`config.mk`:
```
export PLATFORM = sky130hd
export DESIGN_NAME = sys_bridge
export DESIGN_NICKNAME = d
export VERILOG_FILES = /design/src/rtl/sys_bridge.sv
export SDC_FILE = /design/constraint.sdc
export NUM_CORES = 1
export LEC_CHECK = 0
export BUFFER_PORTS_ARGS = -buffer_cell sky130_fd_sc_hd__buf_2
export CORE_UTILIZATION = 40
export DETAILED_ROUTE_END_ITERATION = 8
export GPL_ROUTABILITY_DRIVEN = 0
export PLACE_DENSITY = 0.65
export SYNTH_ARGS = -nofsm -noshare
export SYNTH_HDL_FRONTEND = slang
export SYNTH_SLANG_ARGS = --single-unit
```
`constraint.sdc`:
```
create_clock -name clk -period 3.05 [get_ports clk]
set_input_delay 0.1525 -clock clk [delete_from_list [all_inputs] [get_ports clk]]
set_output_delay 0.1525 -clock clk [all_outputs]
set_load 0.02 [all_outputs]
```
`src/rtl/sys_bridge.sv`:
```
`default_nettype none
// ============================================================================
//  Module   : sys_bridge
//  Purpose  : Data-side system bridge behind the CPU Memory stage. It decodes
//             the data bus to the external DM, the timer/counters and the
//             interrupt-ack register. It also generates byte lanes, extends
//             load data and detects AdEL/AdES.
//  Options  : SYS_BRIDGE_TC1_EN - when defined, the second timer (TC1) is
//             built at 0x7F10-0x7F1B. When undefined, that window is unmapped
//             and tc_irq[1] is tied low.
//  Revision : 1.0 - initial release
// ============================================================================
module sys_bridge #(
    parameter logic [31:0] DM_TOP   = 32'h0000_2FFF,
    parameter int          TC_WIDTH = 32
) (
    input  logic        clk,
    input  logic        reset,
    input  logic [31:0] m_data_addr,
    input  logic [31:0] m_data_wdata,
    input  logic        m_data_mem_write,
    input  logic [2:0]  m_data_sel,
    input  logic        m_data_req,
    output logic [31:0] m_data_rdata,
    output logic [4:0]  m_data_exc,
    output logic [31:0] dm_addr,
    output logic [31:0] dm_wdata,
    output logic [3:0]  dm_byteen,
    input  logic [31:0] dm_rdata,
    output logic [1:0]  tc_irq
);

`ifdef SYS_BRIDGE_TC1_EN
    localparam int NUM_TC = 2;
`else
    localparam int NUM_TC = 1;
`endif

    localparam logic [31:0] TC_BASE   = 32'h0000_7F00;
    localparam logic [31:0] IACK_BASE = 32'h0000_7F20;
    localparam logic [31:0] IACK_LAST = 32'h0000_7F23;

    localparam logic [4:0] EXC_NONE = 5'd0;
    localparam logic [4:0] EXC_ADEL = 5'd4;
    localparam logic [4:0] EXC_ADES = 5'd5;

    localparam logic [2:0] SEL_WORD = 3'd1;
    localparam logic [2:0] SEL_LH   = 3'd2;
    localparam logic [2:0] SEL_LHU  = 3'd3;
    localparam logic [2:0] SEL_LB   = 3'd4;
    localparam logic [2:0] SEL_LBU  = 3'd5;

    localparam logic [1:0] S_IDLE = 2'd0;
    localparam logic [1:0] S_LOAD = 2'd1;
    localparam logic [1:0] S_CNT  = 2'd2;
    localparam logic [1:0] S_INT  = 2'd3;

    localparam logic [TC_WIDTH-1:0] C_ONE = TC_WIDTH'(1);

    // ------------------------------------------------------------------
    // Access classification and address decode
    // ------------------------------------------------------------------
    logic w_is_word, w_is_half, w_is_byte, w_acc;
    logic w_dm_hit, w_iack_hit, w_any_tc_hit, w_count_hit, w_mapped;
    logic w_exc, w_wr_ok, w_iack_we;

    logic [NUM_TC-1:0]   w_tc_hit;
    logic [NUM_TC-1:0]   w_tc_we;
    logic [NUM_TC-1:0]   w_tc_ack;
    logic [NUM_TC-1:0]   w_tc_irq;
    logic [3:0]          w_tc_ctrl   [NUM_TC];
    logic [TC_WIDTH-1:0] w_tc_preset [NUM_TC];
    logic [TC_WIDTH-1:0] w_tc_count  [NUM_TC];

    assign w_is_word = (m_data_sel == SEL_WORD);
    assign w_is_half = (m_data_sel == SEL_LH) || (m_data_sel == SEL_LHU);
    assign w_is_byte = (m_data_sel == SEL_LB) || (m_data_sel == SEL_LBU);
    // Codes 6/7 behave exactly like "no access".
    assign w_acc     = w_is_word || w_is_half || w_is_byte;

    assign w_dm_hit     = (m_data_addr <= DM_TOP);
    assign w_iack_hit   = (m_data_addr >= IACK_BASE) && (m_data_addr <= IACK_LAST);
    assign w_any_tc_hit = |w_tc_hit;
    assign w_count_hit  = w_any_tc_hit && (m_data_addr[3:2] == 2'd2);
    assign w_mapped     = w_dm_hit || w_any_tc_hit || w_iack_hit;

    // Alignment, map holes, sub-word peripheral access and COUNT stores all fault.
    assign w_exc = w_acc && (
                       (w_is_word && (m_data_addr[1:0] != 2'b00)) ||
                       (w_is_half && m_data_addr[0])              ||
                       !w_mapped                                  ||
                       ((w_is_half || w_is_byte) && (w_any_tc_hit || w_iack_hit)) ||
                       (m_data_mem_write && w_count_hit));

    assign m_data_exc = w_exc ? (m_data_mem_write ? EXC_ADES : EXC_ADEL) : EXC_NONE;

    // A write reaches any target only for a clean, unsquashed store.
    assign w_wr_ok   = w_acc && !w_exc && !m_data_req && m_data_mem_write;
    assign w_iack_we = w_wr_ok && w_iack_hit;

    // ------------------------------------------------------------------
    // DM store path
    // ------------------------------------------------------------------
    logic [3:0] w_lane_be;

    assign dm_addr = {m_data_addr[31:2], 2'b00};

    // Replicate store data across lanes and pick the byte enables.
    always_comb begin
        w_lane_be = 4'b0000;
        dm_wdata  = m_data_wdata;
        if (w_is_word) begin
            w_lane_be = 4'b1111;
        end else if (w_is_half) begin
            w_lane_be = 4'b0011 << m_data_addr[1:0];
            dm_wdata  = {2{m_data_wdata[15:0]}};
        end else if (w_is_byte) begin
            w_lane_be = 4'b0001 << m_data_addr[1:0];
            dm_wdata  = {4{m_data_wdata[7:0]}};
        end
    end

    assign dm_byteen = (w_wr_ok && w_dm_hit) ? w_lane_be : 4'b0000;

    // ------------------------------------------------------------------
    // Load path
    // ------------------------------------------------------------------
    logic [31:0] w_tc_rdata;
    logic [31:0] w_src;
    logic [15:0] w_half;
    logic [7:0]  w_byte;

    // Register read mux for whichever timer window is addressed.
    always_comb begin
        w_tc_rdata = 32'd0;
        for (int i = 0; i < NUM_TC; i++) begin
            if (w_tc_hit[i]) begin
                case (m_data_addr[3:2])
                    2'd0:    w_tc_rdata = {28'd0, w_tc_ctrl[i]};
                    2'd1:    w_tc_rdata = 32'(w_tc_preset[i]);
                    2'd2:    w_tc_rdata = 32'(w_tc_count[i]);
                    default: w_tc_rdata = 32'd0;
                endcase
            end
        end
    end

    // IACK is write-only, so it falls through to zero here.
    assign w_src  = w_dm_hit ? dm_rdata : w_tc_rdata;
    assign w_half = m_data_addr[1] ? w_src[31:16] : w_src[15:0];

    // Pick the addressed byte lane.
    always_comb begin
        case (m_data_addr[1:0])
            2'd0:    w_byte = w_src[7:0];
            2'd1:    w_byte = w_src[15:8];
            2'd2:    w_byte = w_src[23:16];
            default: w_byte = w_src[31:24];
        endcase
    end

    // Extend the selected field; faulting or absent accesses return zero.
    always_comb begin
        m_data_rdata = 32'd0;
        if (w_acc && !w_exc) begin
            case (m_data_sel)
                SEL_WORD: m_data_rdata = w_src;
                SEL_LH:   m_data_rdata = {{16{w_half[15]}}, w_half};
                SEL_LHU:  m_data_rdata = {16'd0, w_half};
                SEL_LB:   m_data_rdata = {{24{w_byte[7]}}, w_byte};
                SEL_LBU:  m_data_rdata = {24'd0, w_byte};
                default:  m_data_rdata = 32'd0;
            endcase
        end
    end

    // ------------------------------------------------------------------
    // Timer/counters: one instance per 16-byte window starting at TC_BASE
    // ------------------------------------------------------------------
    for (genvar n = 0; n < NUM_TC; n++) begin : g_tc
        localparam logic [31:0] C_BASE = TC_BASE + (32'(n) << 4);

        logic [1:0]          state_q, state_d;
        logic [3:0]          ctrl_q, ctrl_d;
        logic [TC_WIDTH-1:0] preset_q, preset_d;
        logic [TC_WIDTH-1:0] count_q, count_d;
        logic                flag_q, flag_d;
        logic                irq_q;
        logic                w_ctrl_we, w_preset_we, w_en, w_auto;

        assign w_tc_hit[n] = (m_data_addr >= C_BASE) &&
                             (m_data_addr <= C_BASE + 32'h0000_000B);
        assign w_tc_we[n]  = w_wr_ok && w_tc_hit[n];
        assign w_tc_ack[n] = w_iack_we && m_data_wdata[n];

        assign w_ctrl_we   = w_tc_we[n] && (m_data_addr[3:2] == 2'd0);
        assign w_preset_we = w_tc_we[n] && (m_data_addr[3:2] == 2'd1);
        // A CTRL write in this cycle overrides the stored enable.
        assign w_en        = w_ctrl_we ? m_data_wdata[0] : ctrl_q[0];
        assign w_auto      = (ctrl_q[2:1] == 2'b01);

        // State register.
        always_ff @(posedge clk) begin
            if (reset) begin
                state_q <= S_IDLE;
            end else begin
                state_q <= state_d;
            end
        end

        // Next-state logic.
        always_comb begin
            state_d = state_q;
            case (state_q)
                S_IDLE: if (w_en) state_d = S_LOAD;
                S_LOAD: state_d = S_CNT;
                S_CNT: begin
                    if (!w_en) begin
                        state_d = S_IDLE;
                    end else if (count_q <= C_ONE) begin
                        state_d = S_INT;
                    end
                end
                S_INT:   state_d = w_auto ? S_LOAD : S_IDLE;
                default: state_d = S_IDLE;
            endcase
        end

        // Register updates per state; bus writes are applied last so they win.
        always_comb begin
            ctrl_d   = ctrl_q;
            preset_d = preset_q;
            count_d  = count_q;
            flag_d   = w_auto ? 1'b0 : flag_q;
            case (state_q)
                S_LOAD: count_d = preset_q;
                S_CNT: begin
                    if (w_en) begin
                        count_d = (count_q > C_ONE) ? (count_q - C_ONE) : '0;
                    end
                end
                S_INT: begin
                    flag_d = 1'b1;
                    if (!w_auto) begin
                        ctrl_d[0] = 1'b0;
                    end
                end
                default: ;
            endcase
            if (w_ctrl_we) begin
                ctrl_d = m_data_wdata[3:0];
                flag_d = 1'b0;
            end
            if (w_preset_we) begin
                preset_d = m_data_wdata[TC_WIDTH-1:0];
            end
            if (w_tc_ack[n]) begin
                flag_d = 1'b0;
            end
        end

        // Timer registers and the registered interrupt line.
        always_ff @(posedge clk) begin
            if (reset) begin
                ctrl_q   <= 4'd0;
                preset_q <= '0;
                count_q  <= '0;
                flag_q   <= 1'b0;
                irq_q    <= 1'b0;
            end else begin
                ctrl_q   <= ctrl_d;
                preset_q <= preset_d;
                count_q  <= count_d;
                flag_q   <= flag_d;
                irq_q    <= flag_d & ctrl_d[3];
            end
        end

        assign w_tc_ctrl[n]   = ctrl_q;
        assign w_tc_preset[n] = preset_q;
        assign w_tc_count[n]  = count_q;
        assign w_tc_irq[n]    = irq_q;
    end

    assign tc_irq[0] = w_tc_irq[0];
`ifdef SYS_BRIDGE_TC1_EN
    assign tc_irq[1] = w_tc_irq[1];
`else
    assign tc_irq[1] = 1'b0;
`endif

endmodule
`default_nettype wire

```
; Yosys cells after proc, flatten, opt, wreduce, memory -nomap -nowiden
; Cells that the tools add are included.
[op_classes]
n_addsub = 1
n_lt_le_gt_ge = 7
eq_ne = 17
shift = 2
muxes = 32
bitwise_logic = 1
reduce_logical = 41
[op_table]
columns = op, n
row1 = $mux 32, 8
row2 = $pmux 32 s5, 1
row3 = $pmux 32 s3, 1
row4 = $ge 32x15->1 const B, 2
row5 = $le 32x15->1 const B, 2
row6 = $pmux 32 s2, 1
row7 = $gt 32x1->1 const B, 1
row8 = $le 32x1->1 const B, 1
row9 = $le 32x14->1 const B, 1
row10 = $sub 32x1->32 const B, 1
row11 = $pmux 8 s3, 1
row12 = $mux 4, 5
row13 = $logic_and 1x1->1, 17
row14 = $mux 16, 1
row15 = $logic_or 1x1->1, 12
row16 = $mux 1, 9
row17 = $eq 2x1->1 const B, 4
row18 = $eq 2x2->1 const B, 4
row19 = $pmux 2 s4, 1
row20 = $eq 3x2->1 const B, 2
row21 = $eq 3x3->1 const B, 2
row22 = $logic_not 2->1, 3
row23 = $mux 2, 3
row24 = $ne 2x2->1 const B, 3
row25 = 9 further kinds, 15
[totals]
register_bits = 72
inputBits = 103

; Logic depth before layout (Yosys ltp)
; Gate-level depths: netlist (run 1).
[logic_depth]
word_depth = 18
ltp_mapped = 12
ltp_nobuf = 9

; Worst setup path before layout (run 1)
; OpenSTA, ideal clock, no wires.
[synth_timing]
kind = input to output
startpoint = in m_data_addr[23]
endpoint = out m_data_rdata[21]
arrival_ns = 2.897
required_time_ns = 2.897
path_slack_ns = 0.001
path_stages = 9
path_cell_list = or4_1 > or3_1 > or2_2 > clkbuf_1 > o221a_2 > nor4_4 > a21oi_2 > buf_2 > a21oi_1
[synth_between]
elab_chain_len = 12
word_cells_on_any_way = 26
cone_classes = 5 x order compare / 6 x mux / 15 x reduce/logical
[synth_lines]
columns = element, line_no
row1 = "start, declared", 19  ; input logic [31:0] m_data_addr,
row2 = "parallel branches: the longest is 11 deep, another holds $ge 32x15->1", --
row3 = $mux 32 *, 165  ; if (w_acc && !w_exc) begin
row4 = "end, declared", 24  ; output logic [31:0] m_data_rdata,
; Mark *: on every way between the ends.

; Final worst setup path (run 1)
[layout_timing]
startpoint = in m_data_addr[23]
endpoint = out m_data_rdata[18]
; The elaborated chain is that of the path after synthesis.

==> out/metrics.csv, run 1 <==
stage,metric,value,unit
timing,slew_viol_final,0,
routing,num_vias,7322,
yosys,ys_ff_latch,72,
critical_path,rrSetupSlack,0.19,ns
yosys,netlist.area_leader.share,23.1,%
yosys,synth-compound-area-share,30.9,%
routing,via_per_inst,6.23,
global_routing,grt_pass1_wl,37.3,mm
global_routing,grt_overflow,0,
timing,rsz0062_at_grt,false,
clocking,clkSlewWorstSetupHoldPaths,0.06,ns
power_and_ir_drop,power.leakage,0.00308,uW
yosys,syn-instance-count,817,
power_and_ir_drop,ir_drop,276,uV
placed_design,io_buffers,203,
yosys,postSynthAreaPerCell,7.63,sq um
floorplan,rows,45,
placed_design,place_ws,-0.00963,ns
critical_path,crit_slowest_cell,or4_4,
timing,fin_crit,2.91,ns
floorplan,initial_core_util,41.0,%
clocking,cts_inserted_buffers,9,
timing,setup_violations,0,
final_layout,nets,1094,
critical_path,end_kind,primary output,
critical_path,critPathRequiredTime,2.90,ns
floorplan,dieWidth,127,um
critical_path,start_kind,input port,
critical_path,cp_top_family,simple AND/OR/NAND/NOR gates,
power_and_ir_drop,switching_share,27.7,%
yosys,synth-simple-area-share,21.9,%
global_routing,grt.total_usage,30.4,%
final_layout,final_cell_mix,"buf_2, nor2_1, dfxtp_1",
timing,fmax,344,MHz
clocking,clock-root-buffer,clkbuf_16,
yosys,synth_area,6230,sq um
status,status,completed,
clocking,clockBufferDepth,2,
routing,postRouteAntennaNets,0,
clocking,htree_levels,3,
timing,setup_ws,0.144,ns
floorplan,core-area,15200,sq um
final_layout,regArea,1440,sq um
final_layout,post-route-util,51.0,%
critical_path,worstPathMaxFanout,8,
final_layout,fillers,1498,
timing,fin_skew,0.00658,ns
power_and_ir_drop,power,2590,uW
hold_path,hold_class,in -> reg,
clocking,clk_latency,0.34,ns
yosys,ys.warnings.count,0,
global_routing,grt_pass1_vias,6530,
yosys,synth_xor_area_share,0.984,%
clocking,cts_sinks,72,
yosys,yosysSeqAreaShare,23.1,%
routing,wl,25.1,mm
global_routing,grt_max_degree,34,
placed_design,dp_hpwl,19.3,mm
routing,wl_per_cell,21.4,um
power_and_ir_drop,clkPwrFrac,45.4,%
yosys,synth.largest_area_cell,dfxtp_1,
clocking,cts_tree,yes,
final_layout,multi_input_area,4220,sq um
power_and_ir_drop,pwr-share-seq,36.3,%
floorplan,die_area,16100,sq um
critical_path,cp_slowest_stage_delay,0.52,ns
power_and_ir_drop,p_sw,717,uW
timing,worstMarginPinSlew,1.12,ns
yosys,synth-edff-count,0,
final_layout,drive_above_1_share,32.5,%
timing,fin_crit_sh,95.3,%
flow_run,maxCapViolations,0,
timing,hold_violations,0,
yosys,synth_cell_types,69,
critical_path,arrival,2.75,ns
power_and_ir_drop,comb_power_share,18.2,%
power_and_ir_drop,cellPowerDensity,334,nW/um^2
routing,remaining_drc_errors,0,
critical_path,crit_chain,buf_2 -> or4_4 -> buf_4 -> or3_4 -> or2_4 -> o221a_4 -> nor4_4 -> buf_4 -> a21oi_4 -> a21oi_1 -> buf_2,
floorplan,io_pins,210,
timing,slew_headroom,25.3,%
critical_path,crit_type,in -> out,
routing,dr.first_iter.drc_count,1059,
yosys,ys_top_cells_by_area,"dfxtp_1, mux2i_1, nor2_1",
global_routing,antenna_found_initial,2,
yosys,async_reset_ff_share,0,%
yosys,synth_top_family_by_area,compound AO/OA/AOI/OAI gates,
floorplan,die_y,127,um
routing,drt_pre_antenna_iters,9,
yosys,synthFlopType,dfxtp_1,
power_and_ir_drop,intPower,1870,uW
yosys,synthAdderAreaFrac,1.81,%
final_layout,layout_commonest_cell,buf_2,
final_layout,area_growth,24.4,%
critical_path,crit_buf_inv,4,
yosys,muxShareOfSynthArea,10.5,%
synthesized netlist by cell type (all sizes together) (17+ instances only):
master and number:
nor2 122, dfxtp 72, buf 64, a21oi 62, a22o 47, o21ai 47, mux2i 46, clkbuf 44
nand2 37, nor3 31, a222oi 23, a22oi 21, mux2 17, nor4 17
logic make-up (layout without fill, tap and decap cells):
| group | Yosys count | after routing |
|---|---|---|
| buf+inv | 124 | 288 |
| compound gates | 270 | 271 |
| xor+xnor | 7 | 7 |
| other cells | 1 | 7 |
| mux | 63 | 63 |
| simple gates | 271 | 271 |
| fa+ha+maj | 9 | 9 |
| flops | 72 | 72 |
tightest hold or removal path, cell delays in order:
cell,delay [ns]
buf_2,0.09
mux2i_1,0.06
nor2_1,0.07
power groups by stage:
stage               Combinational, uW  Sequential [uW]  Clock (uW)
floorplan                         277              961           0
global placement                  460              961           0
detailed placement                460              961           0
CTS                               462              940        1180
global route                      496              940        1230
finish                            472              940        1180
timing repair:
action | in CTS | in global routing
hold buffers | 0 | 0
gates resized for setup | 0 | 13
setup endpoints to repair | 0 | 24
setup buffers | 0 | 1
worst paths after layout:
path                       start                    to  cells past startpoint
min             m_data_wdata[20]  g_tc[0].preset_q[20]                      3
max              m_data_addr[23]      m_data_rdata[18]                     11
max reg2reg   g_tc[0].count_q[9]    g_tc[0].count_q[7]                      9
min reg2reg  g_tc[0].count_q[27]   g_tc[0].count_q[27]                      2
sequential cells by signal (all words and copies together), names as in the netlist:
name           flops
g_tc.count_q      32
g_tc.ctrl_q        4
g_tc.flag_q        1
g_tc.irq_q         1
g_tc.preset_q     32
g_tc.state_q       2
metrics by stage:
stage	hold WS [ns]	cells	area (sq um)	setup TNS, ns
global route	0.0722	1176	7750	0
global placement	0.407	1157	7340	-0.0150
CTS	0.0686	1173	7670	0
finish	0.0742	1176	7750	0
floorplan	0.289	822	6250	0
detailed placement	0.416	1157	7340	-0.0166
layer usage:
metal  track usage [%]  share of wire, %  vias up
met2              50.5                47      455
li1                  -                 -     3378
met4              16.4               5.0        2
met3              6.28               9.2       91
met1              36.9                39     3396
met5                 0             0.044        -
final cells by class:
class	count	share of cell area [%]
Multi-Input combinational cell	627	54.4
Timing Repair Buffer	256	18.8
Sequential cell	72	18.6
Clock buffer	12	3.31
Tap cell	188	3.03
Clock inverter	4	0.985
Inverter	16	0.775
Antenna cell	1	0.0323
Power figures use the tool's default switching activity.
==> inputs of run 2 (changes only) <==
--- a/config.mk
+++ b/config.mk
@@ -6,10 +6,11 @@
 export NUM_CORES = 1
 export LEC_CHECK = 0
 export BUFFER_PORTS_ARGS = -buffer_cell sky130_fd_sc_hd__buf_2
+export CAP_MARGIN = 20
 export CORE_UTILIZATION = 40
 export DETAILED_ROUTE_END_ITERATION = 8
 export GPL_ROUTABILITY_DRIVEN = 0
-export PLACE_DENSITY = 0.65
+export PLACE_DENSITY = 0.74
 export SYNTH_ARGS = -nofsm -noshare
 export SYNTH_HDL_FRONTEND = slang
 export SYNTH_SLANG_ARGS = --single-unit
==> run 2 against run 1 <==
Critical endpoint is now m_data_rdata[15]. Highest routed layer is now met4. Core utilization decreased by 0.81 points. Largest power group unchanged. Sequential share of layout area increased by 0.30 points. Routed wire length decreased by 4.5%.
==> out/metrics.csv, run 2 (synthesized netlist as in run 1, its figures left out) <==
stage,metric,value,unit
floorplan,rows,45,
floorplan,die_area,16100,sq um
timing,slew_viol_final,0,
timing,fmax,333,MHz
critical_path,endpoint,m_data_rdata[15],
status,status,completed,
hold_path,hold_class,in -> reg,
global_routing,grt_pass1_vias,6795,
timing,hold_violations,0,
routing,wl,24.0,mm
power_and_ir_drop,cellPowerDensity,318,nW/um^2
timing,setup_tns,0,ns
routing,dr.first_iter.drc_count,1037,
critical_path,rr_endpoint,g_tc[0].count_q[21],
global_routing,grt_pass1_wl,36.9,mm
placed_design,dp_hpwl,18.3,mm
timing,fin_skew,0.00454,ns
final_layout,final_cells,1173,
clocking,clk_latency,0.34,ns
final_layout,nets,1092,
clocking,htree_levels,3,
critical_path,rr_worst_depth,8,
final_layout,drive_above_1_share,31.8,%
timing,rsz0062_at_grt,true,
routing,via_per_inst,6.23,
final_layout,final_cell_mix,"buf_2, nor2_1, dfxtp_1",
global_routing,grt_max_degree,45,
routing,remaining_drc_errors,0,
routing,postRouteAntennaNets,0,
clocking,cts_sinks,72,
global_routing,grt_overflow,0,
clocking,cts_inserted_buffers,9,
timing,slew_headroom,31.5,%
floorplan,die_y,127,um
floorplan,dieWidth,127,um
timing,fin_crit_sh,98.3,%
timing,setup_violations,0,
final_layout,final_area,7630,sq um
critical_path,start_kind,input port,
power_and_ir_drop,power.leakage,0.00304,uW
critical_path,arrival,2.85,ns
placed_design,io_buffers,203,
final_layout,diodes,0,
critical_path,crit_type,in -> out,
final_layout,largest_registers,"g_tc.count_q: 32 flops, g_tc.preset_q: 32 flops, g_tc.ctrl_q: 4 flops",
final_layout,layout_commonest_cell,buf_2,
critical_path,critPathLaunch,m_data_addr[23],
final_layout,area_growth,22.4,%
clocking,clkSlewWorstSetupHoldPaths,0.05,ns
placed_design,placed_area,7330,sq um
clocking,clockBufferDepth,2,
critical_path,end_kind,primary output,
critical_path,reg2reg_from,g_tc[0].count_q[9],
timing,worstMarginPinSlew,1.02,ns
critical_path,worstPathMaxFanout,8,
routing,drt_pre_antenna_iters,6,
floorplan,initial_core_util,41.0,%
global_routing,grt.total_usage,29.4,%
floorplan,io_pins,210,
routing,num_vias,7311,
critical_path,critPathRequiredTime,2.90,ns
critical_path,rrSetupSlack,0.20,ns
routing,wl_per_cell,20.5,um
global_routing,antenna_found_initial,0,
floorplan,core-area,15200,sq um
clocking,clock-root-buffer,clkbuf_16,
power_and_ir_drop,ir_drop,234,uV
placed_design,post-place-cells,1156,
flow_run,maxCapViolations,0,
clocking,cts_tree,yes,
timing,fin_crit,3.00,ns
==> run 2: changes by cell type in the layout (fill, tap and decap cells not counted), sizes merged <==
cell,before,now
clkinvlp,1,0
buf,256,255
clkinv,1,3
diode,1,0
a21oi,63,62
bufinv,2,1
==> run 2: repair_timing <==
action | 4_1_cts | 5_1_grt
gates resized for setup | 0 | 2
endpoints found under the setup margin | 0 | 19
buffers inserted | 0 | 0
endpoints found under the hold margin | 0 | 0
hold buffers | 0 | 0
==> run 2: worst min path at each step <==
stage	startpoint	to	slack, ns	cells past startpoint
3_5_place_dp	m_data_wdata[29]	g_tc[0].preset_q[29]	0.42	3
2_1_floorplan	m_data_wdata[0]	g_tc[0].ctrl_q[0]	0.29	2
3_3_place_gp	m_data_wdata[27]	g_tc[0].preset_q[27]	0.40	3
4_1_cts	m_data_wdata[29]	g_tc[0].preset_q[29]	0.07	3
5_1_grt	m_data_wdata[29]	g_tc[0].preset_q[29]	0.07	3
6_report	m_data_wdata[22]	g_tc[0].preset_q[22]	0.07	3
==> run 2: report_power, final <==
| group | internal (uW) | switching [uW] | leakage [uW] |
|---|---|---|---|
| Combinational | 165 | 298 | 0.00232 |
| Sequential | 941 | 0.00000000204 | 0.000580 |
| Clock | 629 | 393 | 0.000140 |
| Total | 1740 | 691 | 0.00304 |
==> run 2: cell type report <==
type | count | area, sq um
Fill cell | 1479 | 7570
Inverter | 16 | 60.1
Clock inverter | 4 | 45.0
Tap cell | 188 | 235
Clock buffer | 12 | 236
Multi-Input combinational cell | 626 | 4170
Sequential cell | 72 | 1440
Timing Repair Buffer | 255 | 1440
==> run 2: layer usage <==
metal | global-route usage, % | vias to the layer above | part of all wire, %
li1 | - | 3363 | -
met1 | 36.0 | 3372 | 39
met2 | 47.2 | 489 | 45
met3 | 7.25 | 87 | 11
met4 | 16.7 | 0 | 5.4
met5 | 0 | - | 0
==> run 2: critical path, stage by stage <==
cell and delay [ns]:
buf_2 0.10, or4_1 0.56, or3_1 0.42, buf_4 0.16, or2_2 0.30, o221a_2 0.33
nor4_4 0.25, buf_4 0.21, a221oi_1 0.07, nor2_1 0.13, buf_2 0.17
==> run 2: stage by stage <==
step	utilization (%)	power [uW]	hold slack [ns]	worst slack (ns)
global placement	48.2	1410	0.402	-0.0775
global route	50.2	2500	0.0672	-0.0226
detailed placement	48.2	1420	0.417	-0.145
CTS	50.1	2420	0.0678	0.0621
floorplan	-	1240	0.289	0.000705
finish	50.2	2430	0.0710	0.0512
==> inputs of run 3 (changes only) <==
--- a/config.mk
+++ b/config.mk
@@ -10,6 +10,7 @@
 export CORE_UTILIZATION = 40
 export DETAILED_ROUTE_END_ITERATION = 8
 export GPL_ROUTABILITY_DRIVEN = 0
+export HOLD_SLACK_MARGIN = 0.1
 export PLACE_DENSITY = 0.74
 export SYNTH_ARGS = -nofsm -noshare
 export SYNTH_HDL_FRONTEND = slang
==> run 3 against run 2 <==
The flow now finishes with violations (DRC). Register-to-register slack better by 0.02 ns. Critical path depth is the same. Global-route usage rose by 0.53 points. Die area did not move. Final cell count is 1.4% higher. Sequential share of layout area down 0.42 points. Routed wire length up 2.7%.
==> out/metrics.csv, run 3 (synthesized netlist as in run 1, its figures left out) <==
stage,metric,value,unit
floorplan,dieWidth,127,um
floorplan,core-area,15200,sq um
critical_path,cp_slowest_stage_delay,0.53,ns
status,status,"complete, but fails checks",
critical_path,cp_top_family,simple AND/OR/NAND/NOR gates,
timing,worstMarginPinSlew,1.02,ns
critical_path,rr_worst_depth,8,
clocking,cts_sinks,72,
routing,remaining_drc_errors,7,
global_routing,grt_max_degree,45,
floorplan,die_area,16100,sq um
global_routing,grt.total_usage,30.0,%
routing,met1_length,9.34,mm
timing,setup_violations,0,
hold_path,hold_path_depth,3,
placed_design,io_buffers,203,
critical_path,crit_chain,buf_2 -> or4_4 -> or3_4 -> buf_4 -> or2_2 -> o221a_2 -> nor4_4 -> buf_4 -> a21oi_2 -> a21oi_1 -> buf_4,
power_and_ir_drop,comb_power_share,19.8,%
critical_path,critPathRequiredTime,2.90,ns
placed_design,dp_hpwl,18.3,mm
final_layout,fillers,1451,
timing,hold_violations,0,
critical_path,crit_buf_inv,4,
routing,via_per_inst,6.28,
critical_path,rr_endpoint,g_tc[0].count_q[1],
global_routing,grt_pass1_vias,6903,
floorplan,rows,45,
clocking,clock-root-buffer,clkbuf_16,
flow_run,maxCapViolations,0,
critical_path,start_kind,input port,
final_layout,area_growth,25.2,%
final_layout,final_cells,1189,
placed_design,post-place-cells,1156,
critical_path,endpoint,m_data_rdata[17],
final_layout,drive_above_1_share,31.7,%
critical_path,crit_type,in -> out,
clocking,clkSlewWorstSetupHoldPaths,0.05,ns
routing,wl,24.7,mm
final_layout,multi_input_area,4190,sq um
power_and_ir_drop,intPower,1750,uW
timing,rsz0062_at_grt,false,
final_layout,regArea,1440,sq um
final_layout,diodes,0,
clocking,cts_tree,yes,
routing,num_vias,7469,
clocking,clockBufferDepth,2,
final_layout,layout_commonest_cell,buf_2,
final_layout,final_cell_mix,"buf_2, nor2_1, dfxtp_1",
timing,fin_crit_sh,97.5,%
power_and_ir_drop,pwr-share-seq,38.4,%
routing,highest_layer,met4,
hold_path,min_from,m_data_wdata[13],
timing,setup_tns,0,ns
power_and_ir_drop,power.leakage,0.00311,uW
power_and_ir_drop,p_sw,703,uW
clocking,cts_inserted_buffers,9,
critical_path,crit_slowest_cell,or4_4,
floorplan,initial_core_util,41.0,%
clocking,clk_latency,0.35,ns
timing,fmax,336,MHz
timing,fin_crit,2.97,ns
global_routing,antenna_found_initial,0,
floorplan,die_y,127,um
routing,postRouteAntennaNets,0,
floorplan,io_pins,210,
critical_path,critPathLaunch,m_data_addr[23],
hold_path,hold_class,in -> reg,
routing,dr.first_iter.drc_count,1104,
critical_path,critPathMostFrequentCell,buf_4,
routing,drt_pre_antenna_iters,9,
final_layout,nets,1108,
global_routing,grt_overflow,0,
power_and_ir_drop,cellPowerDensity,314,nW/um^2
power_and_ir_drop,ir_drop,240,uV
status,violations,DRC,
critical_path,path_depth,11,
routing,wl_per_cell,20.7,um
global_routing,grt_pass1_wl,37.6,mm
critical_path,reg2reg_from,g_tc[0].count_q[18],
critical_path,worstPathMaxFanout,8,
timing,fin_skew,0.00330,ns
clocking,htree_levels,3,
routing,dr_wl_met3,2.81,mm
power_and_ir_drop,switching_share,28.7,%
final_layout,largest_registers,"g_tc.count_q: 32 flops, g_tc.preset_q: 32 flops, g_tc.ctrl_q: 4 flops",
timing,slew_viol_final,0,
timing,slew_headroom,31.8,%
power_and_ir_drop,clkPwrFrac,41.8,%
routing,wl_met2,11.1,mm
critical_path,arrival,2.82,ns
critical_path,rrSetupSlack,0.22,ns
critical_path,end_kind,primary output,
[run 3: cell count changes in the layout (fill, tap and decap cells not counted), sizes merged]
cell / before / now
buf: 255 / 256
a21oi: 62 / 63
dlygate4sd3: 0 / 14
[run 3: layout make-up]
| cell class | count | share of cell area [%] |
|---|---|---|
| clock inverter | 4 | 0.577 |
| tap | 188 | 3.01 |
| inverter | 16 | 0.769 |
| clock buffer | 12 | 3.03 |
| multi-input combinational | 627 | 53.7 |
| sequential | 72 | 18.5 |
| timing repair buffer | 270 | 20.4 |
[run 3: worst min path at each step]
stage          slack [ns]              endpoint
6_report             0.11  g_tc[0].preset_q[13]
5_1_grt              0.13  g_tc[0].preset_q[13]
4_1_cts              0.11  g_tc[0].preset_q[13]
3_5_place_dp         0.42  g_tc[0].preset_q[29]
3_3_place_gp         0.40  g_tc[0].preset_q[27]
2_1_floorplan        0.29     g_tc[0].ctrl_q[0]
[run 3: power by group through the flow]
stage,Sequential (uW),Clock [uW],Combinational [uW]
6_report,941,1020,485
5_1_grt,940,1070,510
4_1_cts,941,1030,470
2_1_floorplan,961,0,277
3_5_place_dp,961,0,454
3_3_place_gp,961,0,453
[run 3: repair_timing]
action / in CTS / in global routing
hold endpoints to repair: 14 / 0
setup buffers: 0 / 1
resized for setup: 0 / 5
hold buffers: 14 / 0
endpoints found under the setup margin: 0 / 19
[run 3: tightest hold or removal path, stage by stage]
cell	delay [ns]
buf_2	0.12
mux2i_1	0.07
nor2_1	0.07
[run 3: metal layers]
layer | vias to the layer above | track usage [%]
met5 | - | 0
met4 | 0 | 18.3
met3 | 99 | 6.50
met2 | 566 | 48.0
met1 | 3400 | 36.7
li1 | 3404 | -
[run 3: stage by stage]
stage	hold WS, ns	worst slack [ns]	total power [uW]	cell area (sq um)	util, %
after floorplan	0.289	0.000705	1240	6250	-
after global placement	0.402	-0.0775	1410	7330	48.2
after detailed placement	0.417	-0.145	1420	7330	48.2
after CTS	0.107	0.0621	2440	7760	51.0
after global routing	0.134	0.0103	2520	7800	51.3
final	0.112	0.0761	2450	7800	51.3
